===== src/rtl/bus_rr_arbiter_pkg.sv =====
// Shared bus package: requester ids and outstanding-depth default.
// Imported by the arbiter and its id FIFO.
package bus_rr_arbiter_pkg;

  typedef enum logic {
    M0 = 1'b0,
    M1 = 1'b1
  } bus_mst_e;

  localparam int BUS_MAX_OUTST = 2;

endpackage


===== src/rtl/bus_if.sv =====
// Simple req/gnt bus with in-order rvalid responses.
// master drives the request side, slave drives grant and response.
interface bus_if;

  logic        req;
  logic        gnt;
  logic        we;
  logic [31:0] addr;
  logic [31:0] wdata;
  logic [31:0] rdata;
  logic        rvalid;
  logic        err;

  modport master (
    output req, we, addr, wdata,
    input  gnt, rdata, rvalid, err
  );

  modport slave (
    input  req, we, addr, wdata,
    output gnt, rdata, rvalid, err
  );

endinterface


===== src/rtl/bus_rr_arbiter_id_fifo.sv =====
// id_fifo: small FIFO of requester ids for in-order response routing.
// Ports: clk_i, rst_ni, push, pop, wdata -> head, full, empty, count.
module id_fifo
  import bus_rr_arbiter_pkg::*;
#(
  parameter int DEPTH = BUS_MAX_OUTST,
  parameter int WIDTH = 1
) (
  input  logic                       clk_i,
  input  logic                       rst_ni,
  input  logic                       push,
  input  logic                       pop,
  input  logic [WIDTH-1:0]           wdata,
  output logic [WIDTH-1:0]           head,
  output logic                       full,
  output logic                       empty,
  output logic [$clog2(DEPTH+1)-1:0] count
);

  localparam int CW   = $clog2(DEPTH + 1);
  localparam int PW   = (DEPTH > 1) ? $clog2(DEPTH) : 1;
  localparam int MEMD = 1 << PW;

  logic [WIDTH-1:0] mem_q [MEMD];
  logic [PW-1:0]    wr_q;
  logic [PW-1:0]    rd_q;
  logic [CW-1:0]    cnt_q;

  // pointers wrap at DEPTH, not at the power-of-two storage size
  function automatic logic [PW-1:0] nxt(
    input logic [PW-1:0] p
  );
    return (p == PW'(DEPTH - 1)) ? '0 : p + PW'(1);
  endfunction

  always_ff @(posedge clk_i or negedge rst_ni) begin
    if (!rst_ni) begin
      for (int i = 0; i < MEMD; i++) begin
        mem_q[i] <= '0;
      end
      wr_q  <= '0;
      rd_q  <= '0;
      cnt_q <= '0;
    end else begin
      if (push) begin
        mem_q[wr_q] <= wdata;
        wr_q        <= nxt(wr_q);
      end
      if (pop) begin
        rd_q <= nxt(rd_q);
      end
      unique case ({push, pop})
        2'b10:   cnt_q <= cnt_q + CW'(1);
        2'b01:   cnt_q <= cnt_q - CW'(1);
        default: cnt_q <= cnt_q;
      endcase
    end
  end

  assign head  = mem_q[rd_q];
  assign full  = (cnt_q == CW'(DEPTH));
  assign empty = (cnt_q == '0);
  assign count = cnt_q;

endmodule


===== src/rtl/bus_rr_arbiter.sv =====
// Two-master round-robin arbiter onto one bus, with in-order response routing.
// Ports: clk_i, rst_ni, m0/m1 (slave side), s (master side), proto_err_o.
module bus_rr_arbiter
  import bus_rr_arbiter_pkg::*;
#(
  parameter int MAX_OUTST = BUS_MAX_OUTST
) (
  input  logic   clk_i,
  input  logic   rst_ni,
  bus_if.slave   m0,
  bus_if.slave   m1,
  bus_if.master  s,
  output logic   proto_err_o
);

  localparam int CW = $clog2(MAX_OUTST + 1);

  bus_mst_e      prio_q;
  bus_mst_e      win;
  bus_mst_e      head;
  logic [0:0]    head_id;
  logic [CW-1:0] outst_q;
  logic          full;
  logic          empty;
  logic          any_req;
  logic          sreq;
  logic          hs;
  logic          pop;
  logic          spur;
  logic          perr_q;

  always_comb begin
    win = prio_q;
    unique case (1'b1)
      (m0.req && !m1.req): win = M0;
      (m1.req && !m0.req): win = M1;
      default: ;
    endcase
  end

  // everything facing the masters and the bus is gated by reset
  assign any_req = rst_ni && (m0.req || m1.req);
  assign sreq    = any_req && !full;
  assign hs      = sreq && s.gnt;

  assign s.req   = sreq;
  assign s.we    = any_req && ((win == M1) ? m1.we : m0.we);
  assign s.addr  = !any_req ? '0 :
                   (win == M1) ? m1.addr : m0.addr;
  assign s.wdata = !any_req ? '0 :
                   (win == M1) ? m1.wdata : m0.wdata;

  assign m0.gnt  = hs && (win == M0);
  assign m1.gnt  = hs && (win == M1);

  // a response with nothing outstanding is dropped and flagged
  assign pop     = rst_ni && s.rvalid && !empty;
  assign spur    = s.rvalid && empty;
  assign head    = bus_mst_e'(head_id);

  assign m0.rvalid = pop && (head == M0);
  assign m1.rvalid = pop && (head == M1);
  assign m0.rdata  = m0.rvalid ? s.rdata : '0;
  assign m1.rdata  = m1.rvalid ? s.rdata : '0;
  assign m0.err    = m0.rvalid && s.err;
  assign m1.err    = m1.rvalid && s.err;

  id_fifo #(
    .DEPTH (MAX_OUTST),
    .WIDTH (1)
  ) u_fifo (
    .clk_i  (clk_i),
    .rst_ni (rst_ni),
    .push   (hs),
    .pop    (pop),
    .wdata  (win),
    .head   (head_id),
    .full   (full),
    .empty  (empty),
    .count  (outst_q)
  );

  always_ff @(posedge clk_i or negedge rst_ni) begin
    if (!rst_ni) begin
      prio_q <= M0;
      perr_q <= 1'b0;
    end else begin
      if (hs) begin
        prio_q <= (win == M0) ? M1 : M0;
      end
      if (spur) begin
        perr_q <= 1'b1;
      end
    end
  end

  assign proto_err_o = perr_q;

endmodule


===== src/flat_wrapper.sv =====
// flat-port wrapper written by rule: the top's interface ports become plain ports
module bus_rr_arbiter_flat import bus_rr_arbiter_pkg::*;
#(
  parameter int MAX_OUTST = BUS_MAX_OUTST
)
  (clk_i, rst_ni, proto_err_o, m0_req, m0_we, m0_addr, m0_wdata, m0_gnt, m0_rdata, m0_rvalid, m0_err, m1_req, m1_we, m1_addr, m1_wdata, m1_gnt, m1_rdata, m1_rvalid, m1_err, s_req, s_we, s_addr, s_wdata, s_gnt, s_rdata, s_rvalid, s_err);
  bus_if m0_i ();
  bus_if m1_i ();
  bus_if s_i ();
  input  logic clk_i;
  input  logic rst_ni;
  output logic proto_err_o;
  input wire logic [$bits(m0_i.req)-1:0] m0_req;
  input wire logic [$bits(m0_i.we)-1:0] m0_we;
  input wire logic [$bits(m0_i.addr)-1:0] m0_addr;
  input wire logic [$bits(m0_i.wdata)-1:0] m0_wdata;
  output wire logic [$bits(m0_i.gnt)-1:0] m0_gnt;
  output wire logic [$bits(m0_i.rdata)-1:0] m0_rdata;
  output wire logic [$bits(m0_i.rvalid)-1:0] m0_rvalid;
  output wire logic [$bits(m0_i.err)-1:0] m0_err;
  input wire logic [$bits(m1_i.req)-1:0] m1_req;
  input wire logic [$bits(m1_i.we)-1:0] m1_we;
  input wire logic [$bits(m1_i.addr)-1:0] m1_addr;
  input wire logic [$bits(m1_i.wdata)-1:0] m1_wdata;
  output wire logic [$bits(m1_i.gnt)-1:0] m1_gnt;
  output wire logic [$bits(m1_i.rdata)-1:0] m1_rdata;
  output wire logic [$bits(m1_i.rvalid)-1:0] m1_rvalid;
  output wire logic [$bits(m1_i.err)-1:0] m1_err;
  output wire logic [$bits(s_i.req)-1:0] s_req;
  output wire logic [$bits(s_i.we)-1:0] s_we;
  output wire logic [$bits(s_i.addr)-1:0] s_addr;
  output wire logic [$bits(s_i.wdata)-1:0] s_wdata;
  input wire logic [$bits(s_i.gnt)-1:0] s_gnt;
  input wire logic [$bits(s_i.rdata)-1:0] s_rdata;
  input wire logic [$bits(s_i.rvalid)-1:0] s_rvalid;
  input wire logic [$bits(s_i.err)-1:0] s_err;
  assign m0_i.req = m0_req;
  assign m0_i.we = m0_we;
  assign m0_i.addr = m0_addr;
  assign m0_i.wdata = m0_wdata;
  assign m0_gnt = m0_i.gnt;
  assign m0_rdata = m0_i.rdata;
  assign m0_rvalid = m0_i.rvalid;
  assign m0_err = m0_i.err;
  assign m1_i.req = m1_req;
  assign m1_i.we = m1_we;
  assign m1_i.addr = m1_addr;
  assign m1_i.wdata = m1_wdata;
  assign m1_gnt = m1_i.gnt;
  assign m1_rdata = m1_i.rdata;
  assign m1_rvalid = m1_i.rvalid;
  assign m1_err = m1_i.err;
  assign s_req = s_i.req;
  assign s_we = s_i.we;
  assign s_addr = s_i.addr;
  assign s_wdata = s_i.wdata;
  assign s_i.gnt = s_gnt;
  assign s_i.rdata = s_rdata;
  assign s_i.rvalid = s_rvalid;
  assign s_i.err = s_err;
  bus_rr_arbiter #(.MAX_OUTST(MAX_OUTST)) u_core (.clk_i(clk_i), .rst_ni(rst_ni), .m0(m0_i), .m1(m1_i), .s(s_i), .proto_err_o(proto_err_o));
endmodule

===== config.mk =====
export PLATFORM = sky130hd
export DESIGN_NAME = bus_rr_arbiter_flat
export DESIGN_NICKNAME = d
export VERILOG_FILES = /design/src/rtl/bus_rr_arbiter_pkg.sv /design/src/rtl/bus_if.sv /design/src/rtl/bus_rr_arbiter_id_fifo.sv /design/src/rtl/bus_rr_arbiter.sv /design/src/flat_wrapper.sv
export SDC_FILE = /design/constraint.sdc
export NUM_CORES = 1
export LEC_CHECK = 0
export ABC_AREA = 1
export CORE_AREA = 2 2 119 121
export CTS_BUF_LIST = sky130_fd_sc_hd__clkbuf_16
export CTS_CLUSTER_DIAMETER = 30
export DETAILED_ROUTE_END_ITERATION = 6
export DIE_AREA = 0 0 121 123
export PLACE_DENSITY_LB_ADDON = 0.1
export SKIP_LAST_GASP = 1
export SYNTH_ARGS = -nofsm -noshare
export SYNTH_HDL_FRONTEND = slang
export SYNTH_SLANG_ARGS = --single-unit

===== constraint.sdc =====
create_clock -name clk_i -period 2.65 [get_ports clk_i]
set_input_delay 0.6625 -clock clk_i [delete_from_list [all_inputs] [get_ports clk_i]]
set_output_delay 0.6625 -clock clk_i [all_outputs]
set_load 0.02 [all_outputs]

---- Word level (Yosys, flattened, before mapping) ----
Index checks and enable logic that the tools add are counted.
operators by class
  mux-type cells .......................... 18
  equal/unequal tests ..................... 3
  magnitude comparators ................... 3
  bitwise operators ....................... 4
  add/sub/neg operators ................... 4
  reduce and logical (&&, ||, !) cells .... 23
operator list
  kind                 count
  $mux 32              6
  $logic_and 1x1->1    16
  $mux 1               8
  $eq 2x2->1 const B   2
  $ge 2x2->1 const B   2
  $logic_not 1->1      4
  $not 1->2            2
  $pmux 2 s2           1
  $add 1x1->1 const B  2
  $add 2x1->2 const B  1
  $bwmux 2             1
  $eq 2x1->1 const B   1
  $logic_not 2->1      1
  $lt 2x1->1 const B   1
  $not 1->1            2
  $pmux 1 s2           1
  $reduce_bool 2->1    1
  $sub 2x1->2 const B  1
  $demux 1 s1          1
  $logic_or 1x1->1     1
word-level totals
  register bits after elaboration ......... 8
  input bits .............................. 169
  output and inout port bits .............. 137
  logic and storage cells ................. 62

---- Longest topological paths before layout ----
Gate-level depths: netlist of the first run.
  depth in word-level cells ............... 7
  depth in mapped cells ................... 10
  depth with buffers taken out ............ 9

---- Hierarchy ----
From an unflattened synthesis of the first run, not the netlist that was laid out.
unflattened totals
  cells, all modules ...................... 528
  area, all modules ....................... 2466.1 um2
modules (own cells, without submodules)
  module          seq. area each (um2)  area each (um2)  times used  cells each
  bus_rr_arbiter  50.0                  2175.8           1           494
  id_fifo         150.1                 290.3            1           34

---- Least setup slack after synthesis of the first run ----
OpenSTA, ideal clock, no wires.
  path type ............................... input port to output port
  from .................................... input m1_req
  to ...................................... output s_addr[21]
  stages .................................. 9
  path slack .............................. 0.154 ns
  arrival ................................. 1.833 ns
  cells stage by stage .................... inv_1 > ha_1 > inv_1 > nand2_1 > nand2_2 > buf_6 > buf_2 > o21ai_0 > nor2_1
on the way
  cells in the longest elaborated chain, start to end .. 5
  elaborated cells between the ends (all ways) .. 8
  classes of those cells .................. mux (3); reduce/logical (5)
ends and longest elaborated chain
  element            RTL line              source
  start, declared    flat_wrapper.sv:21    input wire logic [$bits(m1_i.req)-1:0] m1_req;
  $logic_not 1->1    bus_rr_arbiter.sv:35  (m0.req && !m1.req): win = M0;
  $logic_and 1x1->1  bus_rr_arbiter.sv:35
  $pmux 1 s2         bus_rr_arbiter.sv:34  unique case (1'b1)
  $mux 32            bus_rr_arbiter.sv:49  (win == M1) ? m1.addr : m0.addr;
  $mux 32 *          bus_rr_arbiter.sv:48  assign s.addr = !any_req ? '0 :
  end, declared      flat_wrapper.sv:31    output wire logic [$bits(s_i.addr)-1:0] s_addr;
Every way passes the cells marked *; elsewhere a longest branch is shown, timed or not.

---- Final worst setup path of the first run ----
  from .................................... input m1_req
  to ...................................... output s_addr[3]
The elaborated chain is that of the path after synthesis.

==> results.json, run 1 <==
{
  "path_clk_slew_ns": 0.04,
  "grt-ovfl-total": 0,
  "fin_crit_sh": 0.995,
  "slowest_stage": "ha_4",
  "cp_cell_sequence": "buf_2, inv_2, ha_4, inv_4, nand2_4, nand2_8, buf_6, buf_12, o21ai_1, nor2_2, buf_4",
  "grt_max_degree": 27,
  "drt-total-wl_um": 13600,
  "place_hpwl_um": 9840,
  "cp_max_fo": 7,
  "p_leak_uw": 0.00277,
  "startpoint": "m1_req",
  "synth_edf_count": 0,
  "crit_arrival_ns": 1.97,
  "core-area_um2": 13600,
  "pwr-share-comb": 0.829,
  "ys_ff_latch": 8,
  "synth_simple_gate_area_frac": 0.479,
  "ys_types": 23,
  "final_common_cell": "nor2_1",
  "fin_cells": 889,
  "synthArstFlopShare": 1.00,
  "routed-via-count": 3549,
  "ioPinCount": 306,
  "gp_congestion": 0.843,
  "worst_pin_slew_ns": 0.353,
  "crit_path_max_incr_delay_ns": 0.25,
  "cts_max_level": 1,
  "pre_cts_ws_ns": -0.909,
  "root_buffer": "clkbuf_16",
  "antenna_found_initial": 0,
  "powerDensity_nw_per_um2": 526,
  "r2r_slack_ns": 0.94,
  "die_h_um": 123,
  "routed_via_density": 3.99,
  "yosysSeqAreaShare": 0.105,
  "synth-main-ff-cell": "dfrtp_1",
  "endpoint": "s_addr[3]",
  "die_w_um": 121,
  "synthAdderAreaFrac": 0.0196,
  "rsz0062_at_grt": "yes",
  "slew_headroom": 0.765,
  "min_period_ns": 2.64,
  "fmaxAchievable_mhz": 379,
  "synth_compound_gate_area_share": 0.181,
  "hold_path.class": "primary input to async pin",
  "hold_violations": 0,
  "drc": 0,
  "synth-xor-area-share": 0.0137,
  "rr_worst_depth": 8,
  "wl_per_cell_um": 15.3,
  "layout_common_cells": "nor2_1 (177), clkdlybuf4s50_1 (165), buf_2 (91)",
  "cp.required_ns": 1.99,
  "sw_frac_of_total": 0.493,
  "cts_tree": "yes",
  "insertedDiodeCount": 0,
  "cts_made_buffers": 3,
  "drt_iter0_drc": 118,
  "endpoint_kind": "output pin",
  "nNetsFinal": 883,
  "insertion_delay_ns": 0.23,
  "status": "complete, no violations",
  "ys_warn_count": 0,
  "p_int_uw": 1430,
  "area_delta_synth_final_pct": 180,
  "fin_setup_tns_ns": 0,
  "clock_path_buffers": 2,
  "vdd_drop_max_uv": 181,
  "rows": 43,
  "port_buffers": 305,
  "startpoint_type": "primary input",
  "syn-num-nets": 556,
  "dp.cells": 861,
  "synth_area_per_cell_um2": 4.99,
  "timing.rr.end": "u_core.u_fifo.count[1]",
  "grt_pass1_wl_um": 19600,
  "p_seq_frac": 0.083,
  "die-area_um2": 14900,
  "fillers": 1461,
  "crit-reg2reg-launch": "u_core.u_fifo.count[0]",
  "setup_ws_ns": 0.0131,
  "floorplan.initialDensity": 0.141,
  "pwr-share-clk": 0.088,
  "synth_top_family_by_area": "simple AND/OR/NAND/NOR gates",
  "setup_viol": 0,
  "synth_cells": 384,
  "p_switching_uw": 1390,
  "drive_above_1_share": 0.326,
  "grt_pass1_vias": 3502,
  "slew_violations": 0,
  "finClkSkew_ns": 0.000872,
  "syn_area_um2": 1920,
  "postRouteAntennaNets": 0,
  "cap_violations": 0,
  "dr.pass1.iters": 4,
  "synthMuxAreaShare": 0,
  "cts_sinks": 8,
  "critical_path_class": "primary input to output pin",
  "grt.total_usage": 0.169
}
worst min-delay path by stage:
stage | start | end | cells after the start
after CTS | rst_ni | u_core.proto_err_o | 2
after global placement | u_core.proto_err_o | u_core.proto_err_o | 1
after global routing | rst_ni | u_core.proto_err_o | 2
final | rst_ni | u_core.proto_err_o | 2
after floorplan | rst_ni | u_core.prio_q | 0
after detailed placement | u_core.proto_err_o | u_core.proto_err_o | 1
layout make-up:
type / instances / area (µm²) / area share
tap: 180 / 225 / 0.0420
timing repair buffer: 347 / 3130 / 0.583
sequential: 8 / 200 / 0.0373
multi-input combinational: 303 / 1540 / 0.287
clock buffer: 3 / 75.1 / 0.0140
inverter: 48 / 195 / 0.0364
sequential cells by signal, indices dropped and copies added (netlist names):
register,cells
u_core.prio_q,1
u_core.proto_err_o,1
u_core.u_fifo.count,2
u_core.u_fifo.mem_q,2
u_core.u_fifo.rd_q,1
u_core.u_fifo.wr_q,1
cell usage after synthesis (2+ instances only):
master	number	area share
inv_1	46	0.090
nor2_2	3	0.0098
buf_6	13	0.076
ha_1	3	0.020
nand2_1	15	0.029
o21ai_0	63	0.16
nor2_1	198	0.39
xor2_1	2	0.0091
dfrtp_1	8	0.10
clkbuf_1	8	0.016
inv_2	2	0.0039
nand2_4	2	0.012
buf_2	6	0.016
o21ai_1	3	0.0078
nand4_1	4	0.013
kinds of logic after synthesis:
logic type | after synthesis
flops | 8
fa+ha+maj | 3
xor+xnor | 3
compound gates | 68
buf+inv | 75
simple gates | 227
routing by layer:
layer	up-vias	track usage	share of wire
li1	1822	-	-
met1	1535	0.190	0.39
met2	180	0.330	0.51
met3	12	0.0424	0.094
met4	0	0.0167	0.012
met5	-	0	0
repair_timing:
item                                    4_1_cts  5_1_grt
pin swaps                                    11        8
endpoints found under the setup margin      136       61
buffers inserted                             12        2
hold buffers                                  0        0
gates resized for setup                     576       94
gates cloned                                 11        0
critical path: cells and delay by family:
family / cells / cell delay, ns
AO/OA/AOI/OAI: 1 / 0.07
AND/OR/NAND/NOR: 3 / 0.34
buffers and inverters: 6 / 0.64
adder cells (fa/ha/maj): 1 / 0.25
power by group through the flow:
stage	logic, µW	clock network, µW	registers, µW
after global placement	1970	0	226
after global routing	2520	262	243
after detailed placement	1970	0	228
after floorplan	1050	0	217
final	2340	248	234
after CTS	2260	254	231
per-stage QoR:
stage	util	hold WS [ns]	cell area, µm²	total power [µW]
CTS	0.384	0.432	5230	2740
global route	0.394	0.443	5360	3020
global placement	0.380	0.444	5180	2200
finish	0.394	0.432	5360	2820
floorplan	-	0.367	1920	1260
detailed placement	0.380	0.472	5180	2200
Power figures use the tool's default switching activity.
==> inputs of run 2 (changes only) <==
--- a/config.mk
+++ b/config.mk
@@ -6,11 +6,12 @@
 export NUM_CORES = 1
 export LEC_CHECK = 0
 export ABC_AREA = 1
-export CORE_AREA = 2 2 119 121
+export CORE_AREA = 2 2 118 120
 export CTS_BUF_LIST = sky130_fd_sc_hd__clkbuf_16
 export CTS_CLUSTER_DIAMETER = 30
 export DETAILED_ROUTE_END_ITERATION = 6
-export DIE_AREA = 0 0 121 123
+export DIE_AREA = 0 0 120 122
+export GPL_ROUTABILITY_DRIVEN = 0
 export PLACE_DENSITY_LB_ADDON = 0.1
 export SKIP_LAST_GASP = 1
 export SYNTH_ARGS = -nofsm -noshare
==> constraint.sdc (replaced) <==
create_clock -name clk_i -period 3.2 [get_ports clk_i]
set_input_delay 0.8 -clock clk_i [delete_from_list [all_inputs] [get_ports clk_i]]
set_output_delay 0.8 -clock clk_i [all_outputs]
set_load 0.02 [all_outputs]
==> run 2 against run 1 <==
Clock skew rose by 0.00057 ns; highest routed layer unchanged; critical endpoint is now s_wdata[17]; via count is 0.37% lower; critical path type unchanged; first-iteration DRC count increased by 20%; cell count fell by 1.5%.
==> results.json, run 2 (same netlist as run 1, synthesis figures left out) <==
{
  "status": "complete, no violations",
  "die_h_um": 122,
  "p_leak_uw": 0.00275,
  "port_buffers": 305,
  "place_hpwl_um": 9660,
  "p_switching_uw": 1040,
  "p_seq_frac": 0.087,
  "grt_pass1_vias": 3470,
  "grt-ovfl-total": 0,
  "cp_cell_sequence": "clkdlybuf4s15_1, inv_2, ha_4, inv_1, nand2_2, nand2_4, bufbuf_16, o21ai_0, nor2_1, clkdlybuf4s15_2",
  "cts_made_buffers": 3,
  "cap_violations": 0,
  "grt.total_usage": 0.170,
  "grt_pass1_wl_um": 19600,
  "design_area_um2": 5400,
  "p_int_uw": 1110,
  "routed-via-count": 3536,
  "hold_violations": 0,
  "startpoint_type": "primary input",
  "place_area_um2": 5170,
  "drt-total-wl_um": 13100,
  "die-area_um2": 14600,
  "final_common_cell": "nor2_1",
  "cp.required_ns": 2.40,
  "antenna_found_initial": 0,
  "setup_ws_ns": 0.0859,
  "endpoint_kind": "output pin",
  "root_buffer": "clkbuf_16",
  "nNetsFinal": 870,
  "dr.pass1.iters": 4,
  "path_buf_inv": 5,
  "critPathTopFamily": "buffers and inverters",
  "rsz0062_at_grt": "yes",
  "drt_iter0_drc": 142,
  "setup_viol": 0,
  "postRouteAntennaNets": 0,
  "hold_path.class": "flop to flop",
  "cp_max_fo": 33,
  "crit_arrival_ns": 2.31,
  "ioPinCount": 306,
  "worst_pin_slew_ns": 0.277,
  "layout_common_cells": "nor2_1 (198), clkdlybuf4s50_1 (166), o21ai_0 (56)",
  "pwr-share-comb": 0.815,
  "area_delta_synth_final_pct": 182,
  "sw_frac_of_total": 0.486,
  "finClkSkew_ns": 0.00144,
  "critical_path_class": "primary input to output pin",
  "pwr-share-clk": 0.098,
  "pre_cts_ws_ns": -0.605,
  "slew_headroom": 0.815,
  "cts_tree": "yes",
  "rows": 43,
  "insertion_delay_ns": 0.23,
  "min_period_ns": 3.11,
  "fin_crit_sh": 0.973,
  "core-area_um2": 13500,
  "powerDensity_nw_per_um2": 399,
  "insertedDiodeCount": 0,
  "drive_above_1_share": 0.172,
  "die_w_um": 120,
  "floorplan.initialDensity": 0.142,
  "clock_path_buffers": 2,
  "cts_max_level": 1,
  "fmaxAchievable_mhz": 321,
  "wl_per_cell_um": 15.0,
  "path_clk_slew_ns": 0.04,
  "slowest_stage": "bufbuf_16",
  "slew_violations": 0,
  "crit_path_max_incr_delay_ns": 0.34,
  "cts_sinks": 8,
  "vdd_drop_max_uv": 178,
  "drc": 0,
  "grt_max_degree": 35,
  "routed_via_density": 4.04
}
==> run 2: cell count changes in the layout (fill, tap and decap cells not counted), sizes merged <==
cell,previous run,this run
clkinv,1,0
clkdlybuf4s50,165,166
inv,47,48
buf,170,63
dlymetal6s2s,0,1
bufbuf,2,1
clkdlybuf4s15,7,48
nand2,20,18
dlygate4sd2,2,52
clkbuf,4,8
==> run 2: cell type report <==
cell class	instances	area [µm²]
clock buffer	3	75.1
fill	1467	8110
inverter	48	196
multi-input combinational	301	1370
sequential	8	200
tap	180	225
timing repair buffer	336	3330
==> run 2: power groups by stage <==
stage	logic, µW	clock network, µW	registers (µW)
floorplan	868	0	179
global placement	1640	0	187
detailed placement	1650	0	188
CTS	1770	216	188
global route	1910	222	195
finish	1750	211	188
==> run 2: timing repair <==
item / 4_1_cts / 5_1_grt
resized for setup: 311 / 51
endpoints found under the setup margin: 136 / 127
pin swaps: 2 / 6
gates cloned: 6 / 1
buffers inserted: 5 / 3
hold buffers: 0 / 0
==> run 2: final timing paths <==
kind                                   startpoint                      to  slack [ns]  cells past startpoint
min in group asynchronous                  rst_ni      u_core.proto_err_o        0.51                      2
max in group asynchronous                  rst_ni           u_core.prio_q        2.40                      3
min reg2reg                    u_core.proto_err_o      u_core.proto_err_o        0.46                      1
max                                        m1_req             s_wdata[17]        0.09                     10
min                            u_core.proto_err_o      u_core.proto_err_o        0.46                      1
max reg2reg                u_core.u_fifo.count[0]  u_core.u_fifo.count[1]        1.54                      8
==> run 2: stage by stage <==
step	hold slack, ns	cells	utilization	power, µW	setup TNS [ns]
final	0.457	876	0.400	2150	0
after CTS	0.471	872	0.401	2180	-0.249
after global routing	0.502	876	0.400	2320	-0.239
after global placement	0.442	858	0.383	1820	-54.07
after floorplan	0.449	384	-	1050	0
after detailed placement	0.462	858	0.383	1830	-54.10
==> run 2: per-layer routing <==
layer | GRT usage | routed length [µm] | share of wire | vias to the layer above
met5 | 0 | 0 | 0 | -
li1 | - | - | - | 1790
met3 | 0.0445 | 1140 | 0.087 | 18
met2 | 0.325 | 6770 | 0.52 | 185
met1 | 0.185 | 4940 | 0.38 | 1543
met4 | 0.0449 | 259 | 0.020 | 0
